$ cat config.mk
export PLATFORM = sky130hd
export DESIGN_NAME = uart_dbg_bridge
export DESIGN_NICKNAME = d
export VERILOG_FILES = /design/src/rtl/uart_dbg_bridge_pkg.sv /design/src/rtl/uart_byte_rx.sv /design/src/rtl/uart_dbg_bridge.sv
export SDC_FILE = /design/constraint.sdc
export NUM_CORES = 1
export LEC_CHECK = 0
export ABC_AREA = 1
export CAP_MARGIN = 15
export CORE_UTILIZATION = 55
export DETAILED_ROUTE_END_ITERATION = 8
export GPL_TIMING_DRIVEN = 0
export PLACE_DENSITY = 0.87
export SETUP_SLACK_MARGIN = 0.15
export SYNTH_ARGS = -nofsm -noshare
export SYNTH_HDL_FRONTEND = slang
export SYNTH_SLANG_ARGS = --single-unit
$ cat constraint.sdc
create_clock -name clk -period 3.2 [get_ports clk]
set_input_delay 0.64 -clock clk [delete_from_list [all_inputs] [get_ports clk]]
set_output_delay 0.64 -clock clk [all_outputs]
set_load 0.02 [all_outputs]
$ cat src/rtl/uart_dbg_bridge_pkg.sv
// Shared command codes, divider default and state encodings for the UART debug bridge.
`ifndef CPU_CLOCK_HZ
`define CPU_CLOCK_HZ 50000000
`endif

package uart_dbg_bridge_pkg;

   localparam logic [7:0] CMD_WR = 8'h57;
   localparam logic [7:0] CMD_RD = 8'h52;
   localparam logic [7:0] ACK    = 8'h4B;

   localparam int unsigned DEFAULT_BAUD_DIV = `CPU_CLOCK_HZ / 115200;

   typedef enum logic [1:0] {
      RX_IDLE,
      RX_START,
      RX_DATA,
      RX_STOP
   } rx_state_t;

   typedef enum logic [2:0] {
      P_IDLE,
      P_ADDR,
      P_DATA,
      P_BUS,
      P_RD_WAIT,
      P_RESP
   } parser_state_t;

   function automatic logic is_cmd(input logic [7:0] b);
      return (b == CMD_WR) || (b == CMD_RD);
   endfunction

endpackage

$ cat src/rtl/uart_byte_rx.sv
// 8N1 byte receiver: input synchronizer, start-bit validation, mid-bit sampling and stop-bit check.
module uart_byte_rx
   import uart_dbg_bridge_pkg::*;
#(
   parameter int unsigned BAUD_DIV = DEFAULT_BAUD_DIV
)
(
   input  logic       clk,
   input  logic       rst,
   input  logic       rx_pin,
   output logic [7:0] byte_o,
   output logic       valid_o,
   output logic       ferr_o
);

   localparam int unsigned CNT_W = $clog2(BAUD_DIV);
   // Half-bit count is taken from the synchronized edge, which the detector sees one cycle late.
   localparam logic [CNT_W-1:0] HALF_LOAD = CNT_W'(BAUD_DIV / 2 - 2);
   localparam logic [CNT_W-1:0] FULL_LOAD = CNT_W'(BAUD_DIV - 1);

   logic            r_sync1;
   logic            r_sync2;
   logic            r_sync3;
   rx_state_t       r_state;
   rx_state_t       w_state_next;
   logic [CNT_W-1:0] r_cnt;
   logic [2:0]      r_bit;
   logic [7:0]      r_shift;
   logic [7:0]      r_byte;
   logic            r_valid;
   logic            r_ferr;
   logic            w_fall;
   logic            w_tick;

   assign w_fall = r_sync3 & ~r_sync2;
   assign w_tick = (r_cnt == '0);

   always_comb begin
      w_state_next = r_state;
      case (r_state)
         RX_IDLE:  if (w_fall) w_state_next = RX_START;
         RX_START: if (w_tick) w_state_next = r_sync2 ? RX_IDLE : RX_DATA;
         RX_DATA:  if (w_tick && (r_bit == 3'd7)) w_state_next = RX_STOP;
         RX_STOP:  if (w_tick) w_state_next = RX_IDLE;
         default:  w_state_next = RX_IDLE;
      endcase
   end

   always_ff @(posedge clk) begin
      if (rst) begin
         r_sync1 <= 1'b1;
         r_sync2 <= 1'b1;
         r_sync3 <= 1'b1;
         r_state <= RX_IDLE;
         r_cnt   <= '0;
         r_bit   <= '0;
         r_shift <= '0;
         r_byte  <= '0;
         r_valid <= 1'b0;
         r_ferr  <= 1'b0;
      end else begin
         r_sync1 <= rx_pin;
         r_sync2 <= r_sync1;
         r_sync3 <= r_sync2;
         r_state <= w_state_next;
         r_valid <= 1'b0;
         r_ferr  <= 1'b0;
         if (r_state == RX_IDLE) begin
            r_cnt <= HALF_LOAD;
            r_bit <= '0;
         end else begin
            r_cnt <= w_tick ? FULL_LOAD : r_cnt - 1'b1;
         end
         if ((r_state == RX_DATA) && w_tick) begin
            r_shift <= {r_sync2, r_shift[7:1]};
            r_bit   <= r_bit + 3'd1;
         end
         if ((r_state == RX_STOP) && w_tick) begin
            if (r_sync2) begin
               r_valid <= 1'b1;
               r_byte  <= r_shift;
            end else begin
               r_ferr <= 1'b1;
            end
         end
      end
   end

   assign byte_o  = r_byte;
   assign valid_o = r_valid;
   assign ferr_o  = r_ferr;

endmodule

$ cat src/rtl/uart_dbg_bridge.sv
// Serial debug bridge: parses W/R command frames, drives single register-bus accesses, answers over TX.
module uart_dbg_bridge
   import uart_dbg_bridge_pkg::*;
#(
   parameter int unsigned BAUD_DIV      = DEFAULT_BAUD_DIV,
   parameter int unsigned TIMEOUT_BYTES = 4
)
(
   input  logic        clk,
   input  logic        rst,
   input  logic        rx_pin,
   output logic        tx_pin,
   output logic [31:0] waddr_o,
   output logic [31:0] data_o,
   output logic [3:0]  sel_o,
   output logic        we_o,
   output logic [31:0] raddr_o,
   output logic        rd_o,
   input  logic [31:0] data_i,
   output logic        busy_o
);

   localparam int unsigned CNT_W  = $clog2(BAUD_DIV);
   localparam int unsigned TO_CYC = TIMEOUT_BYTES * 10 * BAUD_DIV;
   localparam int unsigned TO_W   = $clog2(TO_CYC + 1);
   localparam logic [CNT_W-1:0] FULL_LOAD = CNT_W'(BAUD_DIV - 1);
   localparam logic [TO_W-1:0]  TO_LAST   = TO_W'(TO_CYC - 1);

   logic [7:0]       w_rx_byte;
   logic             w_rx_valid;
   logic             w_rx_ferr;

   parser_state_t    r_state;
   parser_state_t    w_state_next;
   logic             r_is_rd;
   logic [1:0]       r_byte_cnt;
   logic [31:0]      r_waddr;
   logic [31:0]      r_raddr;
   logic [31:0]      r_wdata;
   logic [23:0]      r_rdata;
   logic [1:0]       r_resp_left;
   logic [TO_W-1:0]  r_to_cnt;
   logic             w_timeout;
   logic             w_tx_start;
   logic [7:0]       w_tx_data;
   logic             w_tx_done;

   logic             r_tx_active;
   logic [CNT_W-1:0] r_tx_cnt;
   logic [3:0]       r_tx_bit;
   logic [7:0]       r_tx_shift;
   logic             r_tx_pin;

   uart_byte_rx #(
      .BAUD_DIV (BAUD_DIV)
   ) u_rx (
      .clk     (clk),
      .rst     (rst),
      .rx_pin  (rx_pin),
      .byte_o  (w_rx_byte),
      .valid_o (w_rx_valid),
      .ferr_o  (w_rx_ferr)
   );

   assign w_timeout = (r_to_cnt == TO_LAST);
   assign w_tx_done = r_tx_active && (r_tx_cnt == '0) && (r_tx_bit == 4'd9);

   // Framing errors only abort a frame still being received; once the bus phase starts,
   // every incoming byte (errored or not) is simply discarded.
   always_comb begin
      w_state_next = r_state;
      w_tx_start   = 1'b0;
      w_tx_data    = ACK;
      case (r_state)
         P_IDLE: begin
            if (w_rx_valid && is_cmd(w_rx_byte)) w_state_next = P_ADDR;
         end
         P_ADDR: begin
            if (w_rx_ferr) w_state_next = P_IDLE;
            else if (w_rx_valid) begin
               if (r_byte_cnt == 2'd3) w_state_next = r_is_rd ? P_BUS : P_DATA;
            end else if (w_timeout) w_state_next = P_IDLE;
         end
         P_DATA: begin
            if (w_rx_ferr) w_state_next = P_IDLE;
            else if (w_rx_valid) begin
               if (r_byte_cnt == 2'd3) w_state_next = P_BUS;
            end else if (w_timeout) w_state_next = P_IDLE;
         end
         P_BUS: begin
            if (r_is_rd) w_state_next = P_RD_WAIT;
            else begin
               w_state_next = P_RESP;
               w_tx_start   = 1'b1;
               w_tx_data    = ACK;
            end
         end
         P_RD_WAIT: begin
            w_state_next = P_RESP;
            w_tx_start   = 1'b1;
            w_tx_data    = data_i[31:24];
         end
         P_RESP: begin
            if (w_tx_done) begin
               if (r_resp_left == 2'd0) w_state_next = P_IDLE;
               else begin
                  w_tx_start = 1'b1;
                  w_tx_data  = r_rdata[23:16];
               end
            end
         end
         default: w_state_next = P_IDLE;
      endcase
   end

   always_ff @(posedge clk) begin
      if (rst) begin
         r_state     <= P_IDLE;
         r_is_rd     <= 1'b0;
         r_byte_cnt  <= '0;
         r_waddr     <= '0;
         r_raddr     <= '0;
         r_wdata     <= '0;
         r_rdata     <= '0;
         r_resp_left <= '0;
         r_to_cnt    <= '0;
      end else begin
         r_state <= w_state_next;

         if (w_rx_valid || !((r_state == P_ADDR) || (r_state == P_DATA))) r_to_cnt <= '0;
         else r_to_cnt <= r_to_cnt + 1'b1;

         if ((r_state == P_IDLE) && w_rx_valid && is_cmd(w_rx_byte)) begin
            r_is_rd    <= (w_rx_byte == CMD_RD);
            r_byte_cnt <= '0;
         end
         if ((r_state == P_ADDR) && w_rx_valid) begin
            r_waddr    <= {r_waddr[23:0], w_rx_byte};
            r_raddr    <= {r_raddr[23:0], w_rx_byte};
            r_byte_cnt <= r_byte_cnt + 2'd1;
         end
         if ((r_state == P_DATA) && w_rx_valid) begin
            r_wdata    <= {r_wdata[23:0], w_rx_byte};
            r_byte_cnt <= r_byte_cnt + 2'd1;
         end

         if (r_state == P_RD_WAIT) begin
            r_rdata     <= data_i[23:0];
            r_resp_left <= 2'd3;
         end else if ((r_state == P_BUS) && !r_is_rd) begin
            r_resp_left <= 2'd0;
         end else if ((r_state == P_RESP) && w_tx_done && (r_resp_left != 2'd0)) begin
            r_rdata     <= {r_rdata[15:0], 8'h00};
            r_resp_left <= r_resp_left - 2'd1;
         end
      end
   end

   // TX shifter: bit 0 is the start bit, 1..8 data, 9 stop.
   always_ff @(posedge clk) begin
      if (rst) begin
         r_tx_active <= 1'b0;
         r_tx_cnt    <= '0;
         r_tx_bit    <= '0;
         r_tx_shift  <= '0;
         r_tx_pin    <= 1'b1;
      end else if (w_tx_start) begin
         r_tx_active <= 1'b1;
         r_tx_cnt    <= FULL_LOAD;
         r_tx_bit    <= '0;
         r_tx_shift  <= w_tx_data;
         r_tx_pin    <= 1'b0;
      end else if (r_tx_active) begin
         if (r_tx_cnt == '0) begin
            r_tx_cnt <= FULL_LOAD;
            if (r_tx_bit == 4'd9) begin
               r_tx_active <= 1'b0;
            end else begin
               r_tx_bit   <= r_tx_bit + 4'd1;
               r_tx_pin   <= (r_tx_bit == 4'd8) ? 1'b1 : r_tx_shift[0];
               r_tx_shift <= {1'b0, r_tx_shift[7:1]};
            end
         end else begin
            r_tx_cnt <= r_tx_cnt - 1'b1;
         end
      end
   end

   assign we_o    = (r_state == P_BUS) && !r_is_rd;
   assign rd_o    = (r_state == P_BUS) && r_is_rd;
   assign sel_o   = {4{we_o}};
   assign busy_o  = (r_state != P_IDLE);
   assign waddr_o = r_waddr;
   assign raddr_o = r_raddr;
   assign data_o  = r_wdata;
   assign tx_pin  = r_tx_pin;

endmodule

* Word level (Yosys, flattened, before mapping)
Index checks and enable logic that the tools add are counted.
** Storage, ports and cells
- Bits of input ports :: 35
- Bits in registers :: 201
** Operators by class
- Eq/ne operators :: 26
- Add/subtract/negate cells :: 7
- Reduce and logical (&&, ||, !) cells :: 43
- Bitwise gates (word level) :: 4
- Muxes and demuxes :: 57
** Operators with widths (number)
- 2-to-1 mux 24 bit :: 3
- 2-to-1 mux 8 bit :: 7
- 2-to-1 mux 3 bit :: 12
- 2-to-1 mux 9 bit :: 4
- 2-to-1 mux 2 bit :: 11
- logical NOT 9 bit :: 2
- case mux 3 bit (6 select lines) :: 1
- subtractor 9 x 1 -> 9 bit (second input constant) :: 2
- equality test 8 x 7 -> 1 bit (second input constant) :: 2
- 2-to-1 mux 1 bit :: 16
- case mux 8 bit (2 select lines) :: 1
- adder 15 x 1 -> 15 bit (second input constant) :: 1
- equality test 15 bit (second input constant) :: 1
- logical AND 1 bit :: 14
- inequality test 2 x 1 -> 1 bit (second input constant) :: 5
- nonzero test 2 bit :: 5
- equality test 3 bit (second input constant) :: 3
- nonzero test 3 bit :: 3
- equality test 4 bit (second input constant) :: 2
- inequality test 2 bit (second input constant) :: 4
- inequality test 4 bit (second input constant) :: 2
- case mux 2 bit (4 select lines) :: 1
- OR reduction 2 bit :: 4
- equality test 2 bit (second input constant) :: 3
- other kinds (19) :: 28

* Longest topological paths before layout
- Depth in word-level cells :: 8
- Mapped depth :: 13

* By module
From an unflattened synthesis, not the netlist that was laid out.
** Second synthesis, totals
- Cells, all modules :: 1055
- Area, all modules :: 7544.7 um^2
** By module, submodules not included
- uart_dbg_bridge :: seq. area each 2682.6 um^2, times used 1, area each 6058.3 um^2, cells each 855
- uart_byte_rx :: seq. area each 700.7 um^2, times used 1, area each 1486.4 um^2, cells each 200

* Worst setup path before layout
Ideal clock, no wire load.
- Path kind :: flip-flop to output port
- Start point :: register r_state[1]
- End point :: output sel_o[0]
- Arrival :: 1099 ps
- Setup slack :: 1461 ps
- Cell stages (with the launch flop) :: 6
- Required time :: 2560 ps
- Path through :: dfxtp_1 -> inv_2 -> nor2_1 -> nand3_1 -> inv_1 -> buf_4
** On the way
- Longest elaborated chain between the ends :: 2
** Ends and longest elaborated chain
- start: declaration :: RTL line uart_dbg_bridge.sv:33 : parser_state_t r_state;
- start signal: assignment :: RTL line uart_dbg_bridge.sv:128 : r_state <= w_state_next;
- equality test 3 x 2 -> 1 bit :: RTL line uart_dbg_bridge.sv:189 : assign we_o = (r_state == P_BUS) && !r_is_rd;
- logical AND 1 bit :: RTL line uart_dbg_bridge.sv:189
- end: declaration :: RTL line uart_dbg_bridge.sv:15 : output logic [3:0] sel_o,
Every way passes these cells.

* Final worst setup path
Same ends and word-level chain as after synthesis.

==> tab_implementation.tex <==
\begin{tabular}{lr}
\hline
Metric & Value \\
\hline
\multicolumn{2}{l}{\textbf{Status}} \\
Status & completed \\
\multicolumn{2}{l}{\textbf{Place}} \\
RD Place Congestion & 0.8547 \\
\# port buffers & between 100 and 150 \\
Placed wire-length estimate after detailed placement & between 10000 and 15000 um \\
\multicolumn{2}{l}{\textbf{Timing}} \\
Upper clock frequency limit & approximately 0.35 GHz \\
Post-Route Setup TNS & 0 ns \\
Clock period minus final worst setup slack & around 2.9 ns \\
Pins Over Slew Limit & 0 \\
Endpoints failing hold & 0 \\
Worst slew pin tran & roughly 0.66 ns \\
Share of the clock period used by the worst path after layout & between 80\% and 90\% \\
Setup repair after global routing missed its margin & no \\
Setup Viol. Count Final & 0 \\
Hold WS & roughly 0.41 ns \\
Max-Slew Margin vs Limit & around 56\% \\
Final setup skew & $\sim$0.0054 ns \\
\multicolumn{2}{l}{\textbf{Logic synthesis}} \\
Area share of the largest cell type after synthesis & a little under half \\
Count of cell types in the netlist & 40 \\
Number of instances in the synthesized netlist & between 900 and 1000 \\
Most area-hungry cell type in the Yosys netlist & sky130\_fd\_sc\_hd\_\_dfxtp\_1 \\
Flip-flop and latch count after synthesis & 169 \\
Post-synth ARST share & 0\% \\
Synth Flop Type & sky130\_fd\_sc\_hd\_\_dfxtp\_1 \\
Post-synthesis instance area & between 0.007 and 0.008 sq mm \\
Number of warnings issued by yosys & 0 \\
Ranking of synthesized cells by area & sky130\_fd\_sc\_hd\_\_dfxtp\_1, sky130\_fd\_sc\_hd\_\_nand2\_1, sky130\_fd\_sc\_hd\_\_nor2\_1 \\
Syn avg cell area & around 7.5 sq um \\
Commonest cells post-synth & sky130\_fd\_sc\_hd\_\_nand2\_1, sky130\_fd\_sc\_hd\_\_nor2\_1, sky130\_fd\_sc\_hd\_\_dfxtp\_1, sky130\_fd\_sc\_hd\_\_o21ai\_0, sky130\_fd\_sc\_hd\_\_a21oi\_1 \\
Post-synth EDFFs & 0 \\
Post-synthesis sequential area ratio & 45.69\% \\
Dominant cell by count in the synthesized netlist & sky130\_fd\_sc\_hd\_\_nand2\_1 \\
Net count after synthesis & 1035 \\
\multicolumn{2}{l}{\textbf{Clock tree}} \\
Total clock buffers created by CTS & 17 \\
Clk Latency, worst-skew pair & around 0.43 ns \\
Number of sinks handled by clock tree synthesis & around 170 \\
Clock transition time at the flip-flop clock pins of the worst setup and hold paths & about 0.06 ns \\
Buffer depth of the longest clock path & 2 \\
CTS Hold Bufs & 0 \\
H-tree depth & 4 \\
Resized Gates After CTS & 0 \\
Post-CTS Setup Inserts & 0 \\
Clock Tree Root & sky130\_fd\_sc\_hd\_\_clkbuf\_16 \\
TritonCTS clock tree & done \\
\multicolumn{2}{l}{\textbf{Floorplan}} \\
Placement Rows & 42 \\
Die Span Y & approximately 120 um \\
Number of top-level design ports & 139 \\
Width of the die & $\sim$120 um \\
Placeable core region & about 0.013 sq mm \\
Initial standard-cell utilization of the core & 56.14\% \\
Full die area & 0.01393 sq mm \\
\multicolumn{2}{l}{\textbf{Pwr}} \\
Pleak & $\sim$3.9 nW \\
Power consumption & between 4 and 5 mW \\
IR drop worst, VDD & around 320 uV \\
Power density of the placed cells & 511.3 mW/mm\^{}2 \\
\multicolumn{2}{l}{\textbf{Critical path}} \\
Worst Path Class, Setup & register to output port \\
Slowest CP cell & sky130\_fd\_sc\_hd\_\_clkdlybuf4s50\_1 \\
Largest delay share family, worst path & buffers and inverters \\
Reg2Reg Launch Point & r\_tx\_cnt[0]\$\_SDFFE\_PP0P\_ \\
Buf/Inv on CP & 4 \\
Endpoint arrival time on the critical path & around 2.2 ns \\
Register-to-Register Path Depth & 12 \\
Highest net fanout along the worst path & 8 \\
CP Capture Type & output port \\
Capturing point of the worst reg2reg path & r\_tx\_shift[3]\$\_SDFFE\_PP0P\_ \\
Type of element launching the critical path & register \\
Biggest cell delay along the critical path & $\sim$0.59 ns \\
R2r setup slk & $\sim$1.3 ns \\
Required time at the worst-slack endpoint & 2.56 ns \\
Cell Chain, Critical Path & inv\_2 -> nor2\_1 -> nand3\_1 -> inv\_1 -> buf\_4 -> clkdlybuf4s50\_1 \\
\multicolumn{2}{l}{\textbf{Final layout}} \\
Post-synthesis to final-layout area growth & 29.25\% \\
Filler cell count in the final layout & $\sim$1000 \\
Fraction of final layout cells with drive strength greater than 1 & around 11\% \\
Net count reported at finish & $\sim$1200 \\
Antenna diodes & 0 \\
\multicolumn{2}{l}{\textbf{Drt}} \\
Vias per cell & about 5.2 \\
Via count of the routed design & roughly 6900 \\
Post-detailed-route DRC marker count & 0 \\
Detailed-router iteration count before antenna repair & 6 \\
Remaining antenna violation count & 0 \\
Routed length per placed instance & roughly 13 um \\
Routed WL & 17820 um \\
Violation count after the first detailed-route iteration & 451 \\
\multicolumn{2}{l}{\textbf{Min path}} \\
WHS Endpoint & u\_rx.r\_sync2\$\_SDFF\_PP1\_ \\
Hold Crit Start & u\_rx.r\_sync1\$\_SDFF\_PP1\_ \\
Number of cells on the worst hold path & 1 \\
Class of the most critical hold timing path & register to register \\
\multicolumn{2}{l}{\textbf{Global routing}} \\
Total global routing overflow & 0 \\
Total routing resource utilization after global routing & 27.10\% \\
Global-route wire length before repair & between 30000 and 40000 um \\
Vias in the first global route & roughly 6600 \\
Pin count of the biggest net entering global routing & 17 \\
Number of antenna violations at the first check in global routing & 0 \\
\multicolumn{2}{l}{\textbf{Run}} \\
Number of maximum-capacitance constraint violations & 0 \\
\hline
\end{tabular}
[final cells by class]
cell class | count | area, sq um | share of cell area [%]
flip-flops and latches | 169 | 3383 | 35.35
multi-input cells | 665 | 3242 | 33.87
repair buffers | 137 | 1371 | 14.33
plain buffers | 79 | 489.2 | 5.112
clock buffers | 22 | 454.2 | 4.746
inverters | 76 | 290.3 | 3.033
well taps | 176 | 220.2 | 2.301
clock inverters | 10 | 120.1 | 1.255
[layer usage]
metal / track usage [%] / up-vias / share of wire [%]
met5: 0 / - / 0
met4: 15.38 / 0 / 4.2
met2: 46.21 / 259 / 48
li1: - / 3474 / -
met3: 6.928 / 58 / 6.3
met1: 30.68 / 3135 / 41
[worst max-delay path by stage]
stage                     cells past startpoint        to                     from  slack [ns]
after floorplan                               5  sel_o[0]  r_state[1]$_SDFFE_PP0P_        1.46
final                                         6  sel_o[0]  r_state[1]$_SDFFE_PP0P_        0.35
after global routing                          6  sel_o[1]  r_state[1]$_SDFFE_PP0P_        0.22
after CTS                                     6  sel_o[1]  r_state[1]$_SDFFE_PP0P_        0.35
after global placement                        6  sel_o[0]  r_state[1]$_SDFFE_PP0P_        0.86
after detailed placement                      6  sel_o[1]  r_state[1]$_SDFFE_PP0P_        0.86
[kinds of logic (layout without fill, tap and decap cells)]
logic type / after synthesis / after routing / synth area share [%]
AO/OA/AOI/OAI: 195 / 195 / 14.48
buffers and inverters: 155 / 324 / 10.53
adder cells (fa/ha/maj): 11 / 11 / 1.859
XOR/XNOR: 12 / 12 / 1.419
AND/OR/NAND/NOR: 447 / 447 / 26.02
flip-flops: 169 / 169 / 45.69
[flip-flops by register name, indices dropped and copies added (netlist names), 2 cells and up, named ones only]
| register | count |
|---|---|
| r_to_cnt | 15 |
| r_state | 3 |
| r_tx_bit | 4 |
| u_rx.r_cnt | 9 |
| waddr_o | 32 |
| u_rx.byte_o | 8 |
| u_rx.r_shift | 8 |
| r_rdata | 24 |
| r_tx_shift | 8 |
| data_o | 32 |
| r_tx_cnt | 9 |
| r_byte_cnt | 2 |
| r_resp_left | 2 |
| u_rx.r_bit | 3 |
[worst register-to-register path, delay by kind of cell (launching register included)]
family	cells	cell delay (ns)
simple gates	7	0.79
buf+inv	3	0.36
flops	1	0.33
fa+ha+maj	1	0.17
compound gates	1	0.11
[stage by stage]
stage	setup WS, ns	util, %	instance area [sq um]	std cells
2_1_floorplan	1.461	-	7405	989
3_3_place_gp	0.8634	68.20	8996	1302
3_5_place_dp	0.8569	68.20	8996	1302
4_1_cts	0.3452	72.56	9570	1334
5_1_grt	0.2220	72.56	9570	1334
6_report	0.3488	72.56	9570	1334
[power by group]
part	switching, mW	leakage (nW)	internal [mW]
clock network	0.830	0.263	1.17
logic	0.406	2.23	0.255
registers	0.0547	1.37	2.18
total	1.29	3.86	3.60
[cells in the final DEF, fill, tap and decap left out, drive strengths merged]
| cell | instances |
|---|---|
| nand2 | 186 |
| clkbuf | 41 |
| a211oi | 3 |
| xnor2 | 6 |
| bufinv | 2 |
| clkinvlp | 5 |
| nor3 | 15 |
| nor2 | 185 |
| ha | 11 |
| o22ai | 4 |
| o211a | 12 |
| a21oi | 71 |
| dfxtp | 169 |
| xor2 | 6 |
| buf | 60 |
| a21boi | 1 |
| or4 | 1 |
| nand3 | 46 |
| o21a | 1 |
| clkdlybuf4s50 | 137 |
| clkinv | 2 |
| nor4 | 1 |
| nor3b | 1 |
| inv | 77 |
| nand4 | 7 |
| or2 | 4 |
| a31oi | 3 |
| o21ai | 100 |
| and3 | 1 |
Power figures use the tool's default switching activity.
